`src/rtl/ld19_packet_framer.sv`:
```
// LD19 packet framer: hunts for the header, buffers one scan packet, checks
// CRC-8 and streams the points out on a valid/ready interface.
//
// Ports:
//   sysclk, reset_n            clock, async active-low reset
//   byte_data/valid/error      byte stream from the UART receiver
//   pt_valid/ready             point stream handshake
//   pt_index/distance/intensity/last   current point record
//   speed/start_angle/end_angle/timestamp   header fields of last good packet
//   pkt_good, crc_fail         one-cycle status pulses
//   good_cnt, err_cnt          saturating statistics counters
module ld19_packet_framer #(
    parameter int unsigned NUM_POINTS  = 12,
    parameter logic [7:0]  HDR_BYTE    = 8'h54,
    parameter logic [7:0]  VERLEN_BYTE = 8'h2C,
    parameter logic [7:0]  CRC_POLY    = 8'h4D,
    parameter int unsigned CNT_W       = 16
) (
    input  logic             sysclk,
    input  logic             reset_n,
    input  logic [7:0]       byte_data,
    input  logic             byte_valid,
    input  logic             byte_error,
    output logic             pt_valid,
    input  logic             pt_ready,
    output logic [3:0]       pt_index,
    output logic [15:0]      pt_distance,
    output logic [7:0]       pt_intensity,
    output logic             pt_last,
    output logic [15:0]      speed,
    output logic [15:0]      start_angle,
    output logic [15:0]      end_angle,
    output logic [15:0]      timestamp,
    output logic             pkt_good,
    output logic             crc_fail,
    output logic [CNT_W-1:0] good_cnt,
    output logic [CNT_W-1:0] err_cnt
);

    localparam int unsigned PKT_LEN = 11 + 3 * NUM_POINTS;
    localparam int unsigned BW      = $clog2(PKT_LEN);

    localparam logic [BW-1:0] CRC_POS = BW'(PKT_LEN - 1);
    localparam logic [3:0]    LAST_PT = 4'(NUM_POINTS - 1);

    typedef enum logic [2:0] {
        S_HUNT,
        S_VERLEN,
        S_BODY,
        S_CHECK,
        S_EMIT
    } state_t;

    state_t state_q, state_d;

    logic [7:0]       crc_q;
    logic             crc_ok_q;
    logic [BW-1:0]    cnt_q;
    logic [3:0]       idx_q;
    logic             drop_seen_q;
    logic [7:0]       pkt_mem [PKT_LEN];

    logic [15:0]      speed_q, start_q, end_q, ts_q;
    logic             pkt_good_q, crc_fail_q;
    logic [CNT_W-1:0] good_cnt_q, err_cnt_q;

    // Control strobes from the FSM to the datapath
    logic crc_init, crc_fold, cnt_init, store, crc_cmp;
    logic chk_pass, chk_fail, abort, drop, emit_adv;

    function automatic logic [7:0] crc8(input logic [7:0] c, input logic [7:0] d);
        logic [7:0] r;
        r = c ^ d;
        for (int i = 0; i < 8; i++) begin
            r = r[7] ? ((r << 1) ^ CRC_POLY) : (r << 1);
        end
        return r;
    endfunction

    always_ff @(posedge sysclk or negedge reset_n) begin
        if (!reset_n) begin
            state_q <= S_HUNT;
        end else begin
            state_q <= state_d;
        end
    end

    always_comb begin
        state_d  = state_q;
        crc_init = 1'b0;
        crc_fold = 1'b0;
        cnt_init = 1'b0;
        store    = 1'b0;
        crc_cmp  = 1'b0;
        chk_pass = 1'b0;
        chk_fail = 1'b0;
        abort    = 1'b0;
        drop     = 1'b0;
        emit_adv = 1'b0;
        unique case (state_q)
            S_HUNT: begin
                // Errored bytes are simply ignored while hunting
                if (byte_valid && !byte_error && byte_data == HDR_BYTE) begin
                    state_d  = S_VERLEN;
                    crc_init = 1'b1;
                end
            end
            S_VERLEN: begin
                if (byte_valid) begin
                    if (byte_error) begin
                        abort   = 1'b1;
                        state_d = S_HUNT;
                    end else if (byte_data == VERLEN_BYTE) begin
                        // The version/length byte is covered by the CRC
                        crc_fold = 1'b1;
                        cnt_init = 1'b1;
                        state_d  = S_BODY;
                    end else if (byte_data == HDR_BYTE) begin
                        crc_init = 1'b1;
                    end else begin
                        state_d = S_HUNT;
                    end
                end
            end
            S_BODY: begin
                if (byte_valid) begin
                    if (byte_error) begin
                        abort   = 1'b1;
                        state_d = S_HUNT;
                    end else if (cnt_q == CRC_POS) begin
                        crc_cmp = 1'b1;
                        state_d = S_CHECK;
                    end else begin
                        store    = 1'b1;
                        crc_fold = 1'b1;
                    end
                end
            end
            S_CHECK: begin
                drop = byte_valid && !drop_seen_q;
                if (crc_ok_q) begin
                    chk_pass = 1'b1;
                    state_d  = S_EMIT;
                end else begin
                    chk_fail = 1'b1;
                    state_d  = S_HUNT;
                end
            end
            S_EMIT: begin
                drop = byte_valid && !drop_seen_q;
                if (pt_ready) begin
                    if (idx_q == LAST_PT) begin
                        state_d = S_HUNT;
                    end else begin
                        emit_adv = 1'b1;
                    end
                end
            end
            default: state_d = S_HUNT;
        endcase
    end

    // Packet byte store; contents are only read while emitting a
    // validated packet, so it needs no reset.
    always_ff @(posedge sysclk) begin
        if (store) begin
            pkt_mem[cnt_q] <= byte_data;
        end
    end

    // Error increments can coincide (CRC failure plus a dropped byte)
    logic [1:0]     err_add;
    logic [CNT_W:0] err_sum;

    always_comb begin
        err_add = {1'b0, chk_fail} + {1'b0, abort} + {1'b0, drop};
        err_sum = {1'b0, err_cnt_q} + (CNT_W + 1)'(err_add);
    end

    always_ff @(posedge sysclk or negedge reset_n) begin
        if (!reset_n) begin
            crc_q       <= '0;
            crc_ok_q    <= 1'b0;
            cnt_q       <= '0;
            idx_q       <= '0;
            drop_seen_q <= 1'b0;
            speed_q     <= '0;
            start_q     <= '0;
            end_q       <= '0;
            ts_q        <= '0;
            pkt_good_q  <= 1'b0;
            crc_fail_q  <= 1'b0;
            good_cnt_q  <= '0;
            err_cnt_q   <= '0;
        end else begin
            pkt_good_q <= chk_pass;
            crc_fail_q <= chk_fail;

            if (crc_init) begin
                crc_q <= crc8(8'h00, byte_data);
            end else if (crc_fold) begin
                crc_q <= crc8(crc_q, byte_data);
            end

            if (cnt_init) begin
                cnt_q <= BW'(2);
            end else if (store) begin
                cnt_q <= cnt_q + BW'(1);
            end

            if (crc_cmp) begin
                crc_ok_q    <= (byte_data == crc_q);
                drop_seen_q <= 1'b0;
            end else if (drop) begin
                drop_seen_q <= 1'b1;
            end

            if (chk_pass) begin
                idx_q   <= '0;
                speed_q <= {pkt_mem[3], pkt_mem[2]};
                start_q <= {pkt_mem[5], pkt_mem[4]};
                end_q   <= {pkt_mem[PKT_LEN-4], pkt_mem[PKT_LEN-5]};
                ts_q    <= {pkt_mem[PKT_LEN-2], pkt_mem[PKT_LEN-3]};
                if (good_cnt_q != '1) begin
                    good_cnt_q <= good_cnt_q + CNT_W'(1);
                end
            end else if (emit_adv) begin
                idx_q <= idx_q + 4'd1;
            end

            if (err_add != 2'd0) begin
                err_cnt_q <= err_sum[CNT_W] ? '1 : err_sum[CNT_W-1:0];
            end
        end
    end

    // Point k starts at byte 6+3k: distance low, distance high, intensity
    logic [BW-1:0] pt_base;

    assign pt_base = BW'(6) + BW'(3) * BW'(idx_q);

    always_comb begin
        pt_valid     = (state_q == S_EMIT);
        pt_index     = '0;
        pt_distance  = '0;
        pt_intensity = '0;
        pt_last      = 1'b0;
        if (pt_valid) begin
            pt_index     = idx_q;
            pt_distance  = {pkt_mem[pt_base + BW'(1)], pkt_mem[pt_base]};
            pt_intensity = pkt_mem[pt_base + BW'(2)];
            pt_last      = (idx_q == LAST_PT);
        end
    end

    assign speed       = speed_q;
    assign start_angle = start_q;
    assign end_angle   = end_q;
    assign timestamp   = ts_q;
    assign pkt_good    = pkt_good_q;
    assign crc_fail    = crc_fail_q;
    assign good_cnt    = good_cnt_q;
    assign err_cnt     = err_cnt_q;

endmodule

```
`config.mk`:
```
export PLATFORM = sky130hd
export DESIGN_NAME = ld19_packet_framer
export DESIGN_NICKNAME = d
export VERILOG_FILES = /design/src/rtl/ld19_packet_framer.sv
export SDC_FILE = /design/constraint.sdc
export NUM_CORES = 1
export LEC_CHECK = 0
export ABC_AREA = 1
export CORE_MARGIN = 3
export CORE_UTILIZATION = 40
export CTS_CLUSTER_DIAMETER = 150
export CTS_CLUSTER_SIZE = 14
export DETAILED_ROUTE_END_ITERATION = 6
export GPL_ROUTABILITY_DRIVEN = 0
export MAX_ROUTING_LAYER = met4
export PLACE_DENSITY = 0.67
export SETUP_SLACK_MARGIN = 0.3
export SKIP_CTS_REPAIR_TIMING = 1
export SLEW_MARGIN = 20
export SYNTH_ARGS = -nofsm -noshare
export SYNTH_HDL_FRONTEND = slang
export SYNTH_SLANG_ARGS = --single-unit
```
`constraint.sdc`:
```
create_clock -name sysclk -period 7.9 [get_ports sysclk]
set_clock_uncertainty 0.05 [all_clocks]
set_input_delay 1.58 -clock sysclk [delete_from_list [all_inputs] [get_ports sysclk]]
set_output_delay 1.58 -clock sysclk [all_outputs]
set_load 0.05 [all_outputs]
```
# Word level (Yosys, flattened, before mapping)

Memory sizes are Yosys's and may differ from the RTL's. A register that Yosys moved wholly into a read port is not among the register bits.
Cells that the tools add are included.

Bits in registers: 57
RAM bits: 376
Input bits: 13
Output and inout bits: 128
Word-level logic and storage cells: 151
Memories: 1

Memory list:

| name    | words | width | read ports | clocked after Yosys merged registers in | wr ports | RTL line | source |
|---|---|---|---|---|---|---|---|
| pkt_mem | 47    | 8     | 11         | 8                                       | 1        | 61       | `logic [7:0] pkt_mem [PKT_LEN];` |

Add/subtract/negate cells: 9
Multiply operators: 1
Equal/unequal tests: 17
Muxes and demuxes: 73
Bitwise logic cells: 17
Reductions and logical operators: 23

Operators with widths:

| cell                  | count |
|---|---|
| $mux 7                | 16 |
| $not 4->4             | 16 |
| $mux 1                | 33 |
| $mux 3                | 11 |
| $mux 16               | 2 |
| $mux 8                | 3 |
| $add 16x2->17         | 1 |
| $add 16x1->16 const B | 1 |
| $ne 16x16->1 const B  | 1 |
| $pmux 3 s5            | 1 |
| $add 6x1->6 const B   | 2 |
| $mux 4                | 3 |
| $mux 6                | 2 |
| $logic_not 1->1       | 10 |
| $reduce_bool 2->1     | 5 |
| $eq 8x6->1 const B    | 1 |
| $eq 8x7->1 const B    | 1 |
| $eq 8x8->1            | 1 |
| $xor 8x8->8           | 1 |
| $reduce_and 7->1      | 1 |
| $add 3x6->6 const A   | 1 |
| $add 6x2->6 const B   | 1 |
| $eq 3x2->1 const B    | 2 |
| $eq 6x6->1 const B    | 1 |
| 16 further kinds      | 23 |

# Longest topological paths before layout

Gate-level depths: netlist (run 1).

Word-level depth: 19
Mapped depth: 19

# Least setup slack after synthesis (run 1)

Ideal clock, no wire load.

Path kind: reg2out
Start: register idx_q[0]
End: output port pt_intensity[0]
Arrival: 3.948 ns
Required time: 6.270 ns
Slack: 2.322 ns
Cell stages (with the launch flop): 20
Buffers on the path: 8
Path through: dfrtp_1 -> inv_1 -> buf_2 -> buf_2 -> buf_2 -> ha_1 -> buf_6 -> inv_4 -> clkbuf_1 -> clkbuf_1 -> ha_1 -> buf_2 -> clkinv_1 -> clkbuf_1 -> a21oi_1 -> o21ai_0 -> nand3_1 -> nand3_1 -> nand2_1 -> a21oi_1

Word-level cells in the longest chain between the ends: 5

Ends and longest elaborated chain:

| item                     | RTL line | source |
|---|---|---|
| start: declaration       | 59       | `logic [3:0] idx_q;` |
| start signal: assignment | 228      | `idx_q <= idx_q + 4'd1;` |
| $mul 2x4->6              | 240      | `assign pt_base = BW'(6) + BW'(3) * BW'(idx_q);` |
| $add 3x6->6              | 240      |  |
| $add 6x2->6              | 251      | `pt_intensity = pkt_mem[pt_base + BW'(2)];` |
| $mem_v2 47x8             | --       |  |
| $mux 8                   | 248      | `if (pt_valid) begin` |
| end: declaration         | 28       | `output logic [7:0] pt_intensity,` |

No other way between the ends.

# Final worst setup path (run 1)

Start: register idx_q[0]
End: output port pt_distance[0]

Word-level cells in the longest chain between the ends: 4

Ends and longest elaborated chain:

| item             | RTL line | source |
|---|---|---|
| $mul 2x4->6      | 240      |  |
| $add 3x6->6      | 240      |  |
| $mem_v2 47x8     | --       |  |
| $mux 16          | 248      |  |
| end: declaration | 27       | `output logic [15:0] pt_distance,` |

No other way between the ends.

==> results of run 1 <==
-- power groups by stage --
stage	Sequential (mW)	Combinational [mW]	Clock (mW)
after global routing	2.87	3.92	2.06
after global placement	2.92	3.50	0
final	2.87	3.68	1.94
after CTS	2.87	3.52	1.96
after floorplan	2.93	2.35	0
after detailed placement	2.92	3.51	0
-- placed cells by master, fill, tap and decap left out, types with 26 or more instances in the layout --
master           count
a21oi_1            143
nand4_1             29
o21ai_0            281
or2_2               46
nor2_1             191
clkdlybuf4s50_1    107
clkbuf_1            26
inv_1              215
o22ai_1             88
o211ai_1            39
nand3_1            363
buf_4               40
nand2_1            978
edfxtp_1           376
dfrtp_1            120
clkbuf_16           42
-- flip-flops by register name (all words and copies together), names as in the netlist --
register     cells
idx_q            4
start_angle     16
pkt_good         1
err_cnt         16
drop_seen_q      1
cnt_q            6
good_cnt        16
pkt_mem        376
crc_fail         1
end_angle       16
speed           16
timestamp       16
crc_ok_q         1
state_q          3
crc_q            8
-- kinds of logic after synthesis --
| logic type | share of synthesized area [%] |
|---|---|
| simple gates | 25.8 |
| buf+inv | 6.23 |
| xor+xnor | 1.26 |
| compound gates | 12.0 |
| flops | 53.7 |
| mux | 0.0376 |
| fa+ha+maj | 0.883 |
-- worst register-to-register path: cells and delay by family, from the launching register on --
family | cells | cell delay [ns]
buffers and inverters | 2 | 0.20
DFF | 1 | 0.47
and+or+nand+nor | 7 | 2.43
-- metal layers --
layer / up-vias / global-route usage [%]
met5: - / -
met4: 0 / 10.7
met3: 267 / 5.66
met2: 1465 / 39.0
met1: 11200 / 35.4
li1: 10800 / -
-- area by class of cell --
type / count / area, um2 / share of cell area, %
Sequential cell: 497 / 14300 / 47.8
Multi-Input combinational cell: 2268 / 10700 / 35.8
Timing Repair Buffer: 173 / 1760 / 5.89
Clock buffer: 68 / 1150 / 3.84
Tap cell: 864 / 1080 / 3.61
Inverter: 231 / 878 / 2.93
Clock inverter: 2 / 25.0 / 0.0836
-- how the worst max path moves through the flow --
stage / endpoint / start / slack (ns)
6_report: pt_distance[0] / idx_q[0] / 0.77
5_1_grt: pt_distance[11] / idx_q[0] / 0.75
4_1_cts: pt_distance[15] / idx_q[0] / 1.08
2_1_floorplan: pt_intensity[0] / idx_q[0] / 2.32
3_5_place_dp: pt_distance[15] / idx_q[0] / 1.75
3_3_place_gp: pt_distance[14] / idx_q[0] / 1.72
==> impl_results.md, run 1 <==
- Clock Pin Slew Worst Setup and Hold Paths: 0.07 ns
- Gate count after technology mapping: 3183
- Most frequent cells after synthesis: 979 x nand2_1, 376 x edfxtp_1, 363 x nand3_1
- Met2 WL: 39800 um
- CTS root buffer: clkbuf_16
- Placed cells: 4033
- WL met3: 10600 um
- Syn avg cell area: 8.37 um2
- Util after Layout: 45.5%
- CTS tree: yes
- Max-slew headroom: 12.9%
- Max-cap violations: 0
- Flop2flop setup slack: 4.36 ns
- Sw frac: 43.2%
- Setup crit end kind: primary output
- Layout Cells excl Fill: 4103
- Final Cycle Share: 90.2%
- Max Buffers Root-to-Sink: 3
- Startpoint types: flop
- Crit path max fanout: 77
- Least-Margin Pin Slew: 1.31 ns
- Clock share of power: 22.8%
- Synthesized area: 26700 um2
- R2R depth: 9
- Met1 Routed Length: 36700 um
- Finished Cell Area: 29900 um2
- Total global routing overflow: 0
- Routed via count: 23700
- CP required: 6.27 ns
- Syn_nets: 3213
- CP cell instances: inv_6 > ha_4 > inv_4 > nand2_4 > inv_1 > a21oi_1 > o21ai_0 > o211ai_1 > a21oi_1 > buf_4
- # fillers: 6386
- CTS buffer count: 41
- Syn. warnings: 0
- Setup WS pre-CTS: 1.75 ns
- Sequential fraction of the synthesis area: 53.7%
- Worst Hold Class: flop to flop
- Initial Util: 40.5%
- Share of layout cells above drive strength 1: 6.02%
- Worst EP arrival: 5.50 ns
- Cell variety after synth: 50
- Switching power: 3.67 mW
- Crit path buffers/inverters: 4
- Final setup margin: 0.771 ns
- Post-synth top area share: 42.4%
- TNS Setup: 0 ns
- Core ar.: 65900 um2
- Critical R2R Launch: state_q[0]
- Via density: 5.78
- Min-delay src: end_angle[8]
- Area delta synth->final: 12.3%
- H-tree depth: 2
- DIE HEIGHT: 264 um
- Synth Register Bits: 497
- I/O pin cnt: 141
- Row cnt: 94
- Clock sink count: 497
- Placed cell area: 28800 um2
- NumNets Final: 3242
- Pleak: 12.0 nW
- Unrepaired setup endpoints after global routing: no
- WP depth: 10
- Final setup viols: 0
- Top cells by area, synth: edfxtp_1 42%, nand2_1 14%, dfrtp_1 11%, nand3_1 6.8%, o21ai_0 5.3%
- DRC Markers: 1
- Hold depth: 2
- Reg power frac: 33.8%
- Cell taking the most area after synthesis: edfxtp_1
- Max Used Layer: met4
- Slew Viols, Final: 0
- Initial drt markers: 3632
- All-layer global routing usage: 26.4%
- Antenna Violating Nets Remaining: 0
- Port Buffers: 140
- Die area: 69800 um2
- Cell area power density: 283 nW/um2
- Setup CP Type: flop to primary output
- Fmax: 0.140 GHz
- Failing checks: design-rule violations
- Initial antenna violation count: 0
- Final Power: 8.48 mW
- Most used DFF post-synth: edfxtp_1
- Ant. Diodes: 0
- First-pass GRT wire length: 137000 um
- VDD IR max: 0.000312 V
- Critical path's top delay family: buffers and inverters
- Routed WL: 91700 um
- Critical path's slowest cell: inv_1
- Status: finished with violations
- Critical path's largest stage delay: 0.93 ns
- Vias in the first global route: 21600
- Clock period minus worst slack: 7.13 ns
- Final hold violations: 0
- Clk Latency, worst-skew pair: 0.59 ns
- Comb pwr share: 43.4%
- FF-to-FF End: pkt_mem[34][1]
- Largest net degree at the start of global routing: 223
- EDFF count, synth: 376
- Dpl hpwl: 60800 um
- Fraction of registers with async set/reset: 24.3%
- Internal: 4.82 mW
- WL per Instance: 22.3 um
- Router iterations before antenna repair: 7
- Top-count cell post-synth: nand2_1
- Hold path endpoint: end_angle[8]
- Hold WS: 0.431 ns
- Die width: 264 um
- Crit-path most repeated cell: a21oi_1
Note: power is estimated with default switching activity, not from simulation.
==> inputs of run 2 (changes only) <==
Settings changed: CORE_MARGIN 3 to unset, GPL_ROUTABILITY_DRIVEN 0 to unset, GPL_TIMING_DRIVEN set to 0.
==> run 2 against run 1 <==
The flow still finishes with violations (design-rule violations). Cell area is 2.7% higher. Global-route usage rose by 20 points. Die area is 3.0% lower. Maximum frequency shrank 8.1%. Via count is 14% higher. Utilization grew 1.2 points. Critical path type unchanged. Largest power group unchanged.
==> impl_results.md, run 2 (same netlist as run 1, synthesis figures left out) <==
- Status: finished with violations
- Failing checks: design-rule violations
- Unrepaired setup endpoints after global routing: yes
- Clk Latency, worst-skew pair: 0.60 ns (about the same)
- NumNets Final: 3409 (+5.2%)
- Dpl hpwl: 111000 um (+82%)
- Router iterations before antenna repair: 7 (unchanged)
- Routed WL: 155000 um (+69%)
- Crit path max fanout: 10 (-87%)
- Core ar.: 65900 um2 (unchanged)
- Largest net degree at the start of global routing: 88 (-61%)
- Pleak: 12.8 nW (+6.4%)
- Vias in the first global route: 24100 (+11%)
- CP required: 6.27 ns (about the same)
- Area delta synth->final: 15.4%
- Cell area power density: 344 nW/um2 (+21%)
- Port Buffers: 140 (unchanged)
- Die width: 260 um (-1.5%)
- Final setup viols: 0 (unchanged)
- Setup crit end kind: primary output
- Initial drt markers: 4804 (+32%)
- Die area: 67700 um2 (-3.0%)
- H-tree depth: 2 (unchanged)
- Final Cycle Share: 98.2% (+8.0 points)
- Antenna Violating Nets Remaining: 0 (unchanged)
- Max-slew headroom: 2.19% (-11 points)
- CTS buffer count: 41 (unchanged)
- VDD IR max: 0.000269 V (-14%)
- Most common cell after layout, fill and taps aside: nand2_1
- WL per Instance: 36.3 um (+62%)
- Area of the multi-input gates: 10700 um2 (-0.14%)
- Routed via count: 27100 (+14%)
- Initial antenna violation count: 16 (+16)
- Setup CP Type: flop to primary output
- Slew Viols, Final: 0 (unchanged)
- Crit path launch: idx_q[0]
- RePlAce Congestion: 1.12
- Total global routing overflow: 0 (unchanged)
- Min-delay src: end_angle[11]
- Max-cap violations: 0 (unchanged)
- Clock period minus worst slack: 7.76 ns (+0.631 ns)
- Fmax: 0.129 GHz (-8.1%)
- Final setup margin: 0.141 ns (-0.631 ns)
- Clock sink count: 497 (unchanged)
- Clock Pin Slew Worst Setup and Hold Paths: 0.07 ns (about the same)
- Row cnt: 94 (unchanged)
- Util after Layout: 46.7% (+1.2 points)
- Max Buffers Root-to-Sink: 3 (unchanged)
- I/O pin cnt: 141 (unchanged)
- Setup WS pre-CTS: -0.901 ns (-2.65 ns)
- Worst EP arrival: 6.13 ns (+0.63 ns)
- Worst Hold Class: flop to flop
- All-layer global routing usage: 46.8% (+20 points)
- Final hold violations: 0 (unchanged)
- Storage element area: 14300 um2 (about the same)
- Share of layout cells above drive strength 1: 7.81% (+1.8 points)
- Hold WS: 0.429 ns (-0.00135 ns)
- Via density: 6.32 (+9.2%)
- # fillers: 6440 (+0.85%)
- First-pass GRT wire length: 204000 um (+49%)
- Commonest cells after routing, fill and taps aside: 978 x nand2_1, 376 x edfxtp_1, 362 x nand3_1
- Max reg flops: 376 (unchanged)
- Startpoint types: flop
- CTS tree: yes
- Final Power: 10.6 mW (+25%)
- Critical R2R Launch: state_q[2]
- CTS root buffer: clkbuf_16
- Largest Register: pkt_mem
- DRC Markers: 1 (unchanged)
- Least-Margin Pin Slew: 1.47 ns (+0.161 ns)
- DIE HEIGHT: 260 um (-1.5%)
- Initial Util: 40.5% (unchanged)
## run 2: cell types whose count changed in the layout (fill, tap and decap cells not counted), sizes merged
cell	previous run	this run
clkbuf	68	194
buf	66	88
diode	0	17
dlymetal6s2s	0	17
clkinv	4	1
clkinvlp	0	2
clkdlybuf4s50	107	108
inv	229	230
## run 2: per-layer routing
layer / track usage (%) / wire, um
met4: 29.5 / 11800
met1: 58.5 / 57700
met2: 63.8 / 63000
met3: 16.8 / 22900
met5: - / 0
## run 2: cell type report
class	count	share of cell area, %
clock inverter	2	0.0570
antenna	17	0.138
tap	864	3.52
multi-input combinational	2268	34.8
inverter	231	2.86
clock buffer	67	3.79
timing repair buffer	153	5.34
sequential	497	46.6
buffer	187	2.90
## run 2: worst paths after layout
kind	to	slack, ns	depth (start not counted)
min in group asynchronous	start_angle[11]	0.79	1
worst max register to register	pkt_mem[19][3]	3.68	9
max in group asynchronous	cnt_q[1]	6.21	2
worst max-delay path	pt_intensity[1]	0.14	18
worst min register to register	end_angle[11]	0.43	2
worst min-delay path	end_angle[11]	0.43	2
## run 2: report_power, final
part / switching, mW / total, mW / internal, mW
sequential: 0.0294 / 2.87 / 2.84
combinational: 4.53 / 5.68 / 1.15
clock: 1.01 / 2.02 / 1.01
## run 2: per-stage QoR
step | TNS (ns) | cell area [um2] | cells
final | 0 | 30700 | 4286
after floorplan | 0 | 26700 | 3183
after global placement | -16.29 | 29100 | 4187
after CTS | -22.16 | 30600 | 4265
after global routing | 0 | 30700 | 4282
after detailed placement | -7.99 | 29400 | 4196
## run 2: worst max-delay path: stages (launching register included)
cell and delay [ns]:
dfrtp_1 0.46, inv_1 0.16, buf_2 0.23, clkbuf_4 0.32, clkbuf_4 0.37, ha_1 0.29, buf_6 0.15, inv_4 0.10
clkbuf_4 0.35, clkbuf_4 0.34, ha_1 0.18, clkbuf_4 0.30, buf_1 0.95, nand2_1 0.13, nand3_1 0.12, nand3_1 0.12
a21oi_1 0.45, nor2_1 0.15, dlymetal6s2s_1 0.35
